--- src/rtl/cla_8bit_pkg.sv ---
// Shared ALU constants for the 6502 datapath adders.
package cla_8bit_pkg;

    localparam int unsigned WORD_W   = 8;
    localparam int unsigned NIBBLE_W = WORD_W / 2;

endpackage : cla_8bit_pkg

--- src/rtl/cla_4bit.sv ---
// 4-bit carry-lookahead slice: sum bits plus group propagate/generate for cascading.
module cla_4bit
    import cla_8bit_pkg::*;
(
    input  logic [NIBBLE_W-1:0] A,
    input  logic [NIBBLE_W-1:0] B,
    input  logic                Cin,
    output logic [NIBBLE_W-1:0] S,
    output logic                PG4,
    output logic                GG4
);

    logic [NIBBLE_W-1:0] p;
    logic [NIBBLE_W-1:0] g;
    logic [NIBBLE_W-1:0] c;

    // Bit-level propagate/generate, flat lookahead carries, sums and group terms.
    always_comb begin
        p = A ^ B;
        g = A & B;

        c[0] = Cin;
        c[1] = g[0] | (p[0] & Cin);
        c[2] = g[1] | (p[1] & g[0]) | (p[1] & p[0] & Cin);
        c[3] = g[2] | (p[2] & g[1]) | (p[2] & p[1] & g[0])
             | (p[2] & p[1] & p[0] & Cin);

        S   = p ^ c;
        PG4 = &p;
        GG4 = g[3] | (p[3] & g[2]) | (p[3] & p[2] & g[1])
            | (p[3] & p[2] & p[1] & g[0]);
    end

endmodule : cla_4bit

--- src/rtl/cla_8bit.sv ---
// 8-bit carry-lookahead adder built from two 4-bit slices with a second lookahead level.
// REG_OUT selects a one-cycle registered output stage or a purely combinational path.
module cla_8bit
    import cla_8bit_pkg::*;
#(
    parameter bit REG_OUT = 1'b1
) (
    input  logic              clk,
    input  logic              rst,
    output logic [WORD_W-1:0] S,
    output logic              Cout,
    output logic              PG,
    output logic              GG,
    input  logic [WORD_W-1:0] A,
    input  logic [WORD_W-1:0] B,
    input  logic              Cin
);

    logic [NIBBLE_W-1:0] s_lo_c;
    logic [NIBBLE_W-1:0] s_hi_c;
    logic                pg_lo_c;
    logic                gg_lo_c;
    logic                pg_hi_c;
    logic                gg_hi_c;
    logic                c4_c;
    logic                pg_c;
    logic                gg_c;
    logic                cout_c;
    logic [WORD_W-1:0]   sum_c;

    cla_4bit u_lo (
        .A   (A[NIBBLE_W-1:0]),
        .B   (B[NIBBLE_W-1:0]),
        .Cin (Cin),
        .S   (s_lo_c),
        .PG4 (pg_lo_c),
        .GG4 (gg_lo_c)
    );

    cla_4bit u_hi (
        .A   (A[WORD_W-1:NIBBLE_W]),
        .B   (B[WORD_W-1:NIBBLE_W]),
        .Cin (c4_c),
        .S   (s_hi_c),
        .PG4 (pg_hi_c),
        .GG4 (gg_hi_c)
    );

    // Second-level lookahead: nibble carry, group terms and carry out, all from Cin directly.
    always_comb begin
        c4_c   = gg_lo_c | (pg_lo_c & Cin);
        pg_c   = pg_hi_c & pg_lo_c;
        gg_c   = gg_hi_c | (pg_hi_c & gg_lo_c);
        cout_c = gg_c | (pg_c & Cin);
        sum_c  = {s_hi_c, s_lo_c};
    end

    if (REG_OUT) begin : g_reg
        // Output register: capture every edge, synchronous clear while rst is high.
        always_ff @(posedge clk) begin
            if (rst) begin
                S    <= '0;
                Cout <= 1'b0;
                PG   <= 1'b0;
                GG   <= 1'b0;
            end else begin
                S    <= sum_c;
                Cout <= cout_c;
                PG   <= pg_c;
                GG   <= gg_c;
            end
        end
    end else begin : g_comb
        // Clock and reset have no role in the combinational build.
        logic unused_clk_rst;
        assign unused_clk_rst = clk ^ rst;

        // Zero-latency outputs straight from the lookahead network.
        always_comb begin
            S    = sum_c;
            Cout = cout_c;
            PG   = pg_c;
            GG   = gg_c;
        end
    end

endmodule : cla_8bit

--- config.mk ---
export PLATFORM = sky130hd
export DESIGN_NAME = cla_8bit
export DESIGN_NICKNAME = d
export VERILOG_FILES = /design/src/rtl/cla_8bit_pkg.sv /design/src/rtl/cla_4bit.sv /design/src/rtl/cla_8bit.sv
export SDC_FILE = /design/constraint.sdc
export NUM_CORES = 1
export LEC_CHECK = 0
export ABC_AREA = 1
export CAP_MARGIN = 20
export CORE_ASPECT_RATIO = 1.2
export CORE_MARGIN = 2
export CORE_UTILIZATION = 39
export DETAILED_ROUTE_END_ITERATION = 8
export PLACE_DENSITY = 0.8
export SLEW_MARGIN = 20
export SYNTH_ARGS = -nofsm -noshare
export SYNTH_HDL_FRONTEND = slang
export SYNTH_SLANG_ARGS = --single-unit
--- constraint.sdc ---
create_clock -name clk -period 1.9 [get_ports clk]
set_clock_uncertainty 0.05 [all_clocks]
set_input_delay 0.38 -clock clk [delete_from_list [all_inputs] [get_ports clk]]
set_output_delay 0.38 -clock clk [all_outputs]
set_load 0.02 [all_outputs]
==> impl_metrics.ini <==
[drt]
detail_route.wirelength_um = 1560
routed_via_density = 4.65
drc = 0
initialDrtViolationCount = 10
routed-via-count = 655
firstDrtPassIters = 6
drt-wirelength-per-cell_um = 11.1
detail-route-antenna-nets = 0

[die]
die_ar_um2 = 1980
core_area_um2 = 1580
initial_core_util_pct = 40.3
chipWidth_um = 40.9
ioPinCount = 30
core.rowCount = 16
die_extent_in_y_um = 48.3

[power_and_ir_drop]
static-leakage-power_nw = 0.550
highest_ir_drop_seen_on_vdd_uv = 393
power-per-cell-area_nw_per_um2 = 628

[placed_design]
numPlacedInstances = 136
routabilityCongestion = 0.781
detailedPlacementHpwl_um = 1270
numPortBuffers = 29

[global_route]
first_global_vias = 614
grt_first_pass_wirelength_um = 2470
global_route.usage.total_pct = 18.3
number_of_antenna_violations_at_the_first_check_in_global_routing = 0
grt_max_degree = 8
grt-ovfl-total = 0

[run_status]
status = completed

[worst_setup_path]
critPathMostFrequentCell = sky130_fd_sc_hd__nand2_1
crit_required_ps = 2010
setup.worst_path.end_class = flip-flop
worstSetupStartpointType = input pin
crit_path_start = B[0]
path_buf_inv = 1
crit_family = adder cells
critical_path_peak_fanout = 2
setup.worst_path.class = in -> reg
crit_path_max_incr_delay_ps = 380
series_of_cell_instances_along_the_critical_path = dlygate4sd2_1 -> ha_1 -> nand2_1 -> nor2_2 -> nand2_1 -> nand3_2 -> fa_1 -> xnor2_1 -> nor2_1
arrival_worst_endpoint_ps = 1810
slowest_stage = sky130_fd_sc_hd__fa_1

[sta]
max_freq_ghz = 0.589
tightestPinTransition_ps = 275
rel_slew_slack_pct = 81.6
layout_min_cycle_time_ps = 1700
setup_viol = 0
timing.final.max_slew_violations = 0
setup_repair_after_global_routing_missed_its_margin = false
final_hold_fails = 0
setup_total_negative_slack_ps = 0
timing.final.crit_share_pct = 89.3

[layout]
mostFrequentLayoutCell = sky130_fd_sc_hd__clkdlybuf4s50_1
area_delta_synth_final_pct = 70.8
finalNetCount = 153
layout_common_cells = sky130_fd_sc_hd__clkdlybuf4s50_1 (21), sky130_fd_sc_hd__nand2_1 (15), sky130_fd_sc_hd__inv_1 (13)
antenna-diode-count = 0
final_cell_count_no_fill = 141
n_fill_cell = 133
post_route_cells_drive_above_1_share_pct = 18.7

[logic_synthesis]
synthesis.area_um2 = 638
synthesis.nets = 110
yosysUniqueCellTypes = 16
postSynth.asyncResetShare_pct = 0
syn-instance-count = 81
seq_area_frac_synth_pct = 34.5
synth_ff_type = sky130_fd_sc_hd__dfxtp_1
yosys_register_bits = 11
synth-edff-count = 0
ys_warn_count = 0
postSynthAreaPerCell_um2 = 7.88

[flow_run]
max-cap-violations = 0

[clock_network]
cts_buffers = 3
cts_sinks = 11
cts.hold.buffers_added = 0
htree_levels = 1
clk_pin_slew_worst_paths_ps = 70
buffer_depth_of_the_longest_clock_path = 2
cts_tree = built
cts-root-buf = sky130_fd_sc_hd__clkbuf_4

[hold_path]
min_path_type = in -> reg
timing.hold.worst.start = B[3]
stage by stage:
stage / hold WS [ps] / worst slack (ps) / instance area [um^2] / utilization [%] / total power, W
2_1_floorplan: 397 / 136 / 638 / - / 0.000389
3_3_place_gp: 1040 / -307 / 1010 / 63.9 / 0.000508
3_5_place_dp: 1040 / -351 / 1010 / 63.9 / 0.000518
4_1_cts: 577 / -16.7 / 1080 / 68.3 / 0.000689
5_1_grt: 467 / 127 / 1090 / 68.9 / 0.000732
6_report: 466 / 203 / 1090 / 68.9 / 0.000685
Yosys cell counts (2+ instances only):
library cell / count / area share [%]
sky130_fd_sc_hd__ha_1: 8 / 16
sky130_fd_sc_hd__a21oi_1: 6 / 4.7
sky130_fd_sc_hd__fa_1: 2 / 6.3
sky130_fd_sc_hd__dfxtp_1: 11 / 35
sky130_fd_sc_hd__nor2_1: 9 / 5.3
sky130_fd_sc_hd__inv_1: 13 / 7.6
sky130_fd_sc_hd__nand3_2: 2 / 3.1
sky130_fd_sc_hd__nand2_2: 2 / 2.0
sky130_fd_sc_hd__nand2_1: 16 / 9.4
sky130_fd_sc_hd__o21ai_0: 3 / 2.4
sky130_fd_sc_hd__nor2_2: 2 / 2.0
sky130_fd_sc_hd__nand3_1: 3 / 2.4
flip-flops by register name, summed over array words and instances, names as in the netlist:
name,cells
S,8
Cout,1
GG,1
PG,1
layer usage:
| metal | vias to the layer above | part of all wire [%] | track usage (%) |
|---|---|---|---|
| met4 | 0 | 2.0 | 8.33 |
| met2 | 19 | 57 | 31.5 |
| li1 | 338 | - | - |
| met3 | 6 | 4.7 | 4.13 |
| met5 | - | 0 | 0 |
| met1 | 292 | 36 | 19.2 |
logic make-up after synthesis:
logic type | after synthesis | synth area share [%]
buffers and inverters | 13 | 7.65
XOR/XNOR | 2 | 2.75
AND/OR/NAND/NOR | 35 | 24.9
AO/OA/AOI/OAI | 10 | 8.24
adder cells (fa/ha/maj) | 10 | 22.0
flip-flops | 11 | 34.5
power breakdown:
group / switching, W / internal, W
Sequential: 0.00000595 / 0.000255
Combinational: 0.000126 / 0.000136
Clock: 0.0000803 / 0.0000812
path summary, 6_finish.rpt:
path / cells after the start / endpoint / slack (ps)
setup / recovery: 9 / S[5] / 200
hold / removal: 3 / S[3] / 470
final cells by class:
| type | count | area (um^2) | area share, % |
|---|---|---|---|
| timing repair buffer | 38 | 359 | 33.0 |
| sequential | 11 | 220 | 20.2 |
| inverter | 13 | 48.8 | 4.48 |
| tap | 18 | 22.5 | 2.07 |
| clock buffer | 4 | 26.3 | 2.41 |
| multi-input combinational | 57 | 413 | 37.9 |
repair_timing:
item	4_1_cts	5_1_grt
resized for setup	9	4
pin swaps	10	4
setup buffers	1	0
setup endpoints to repair	2	2
(Power assumes the default switching activity.)
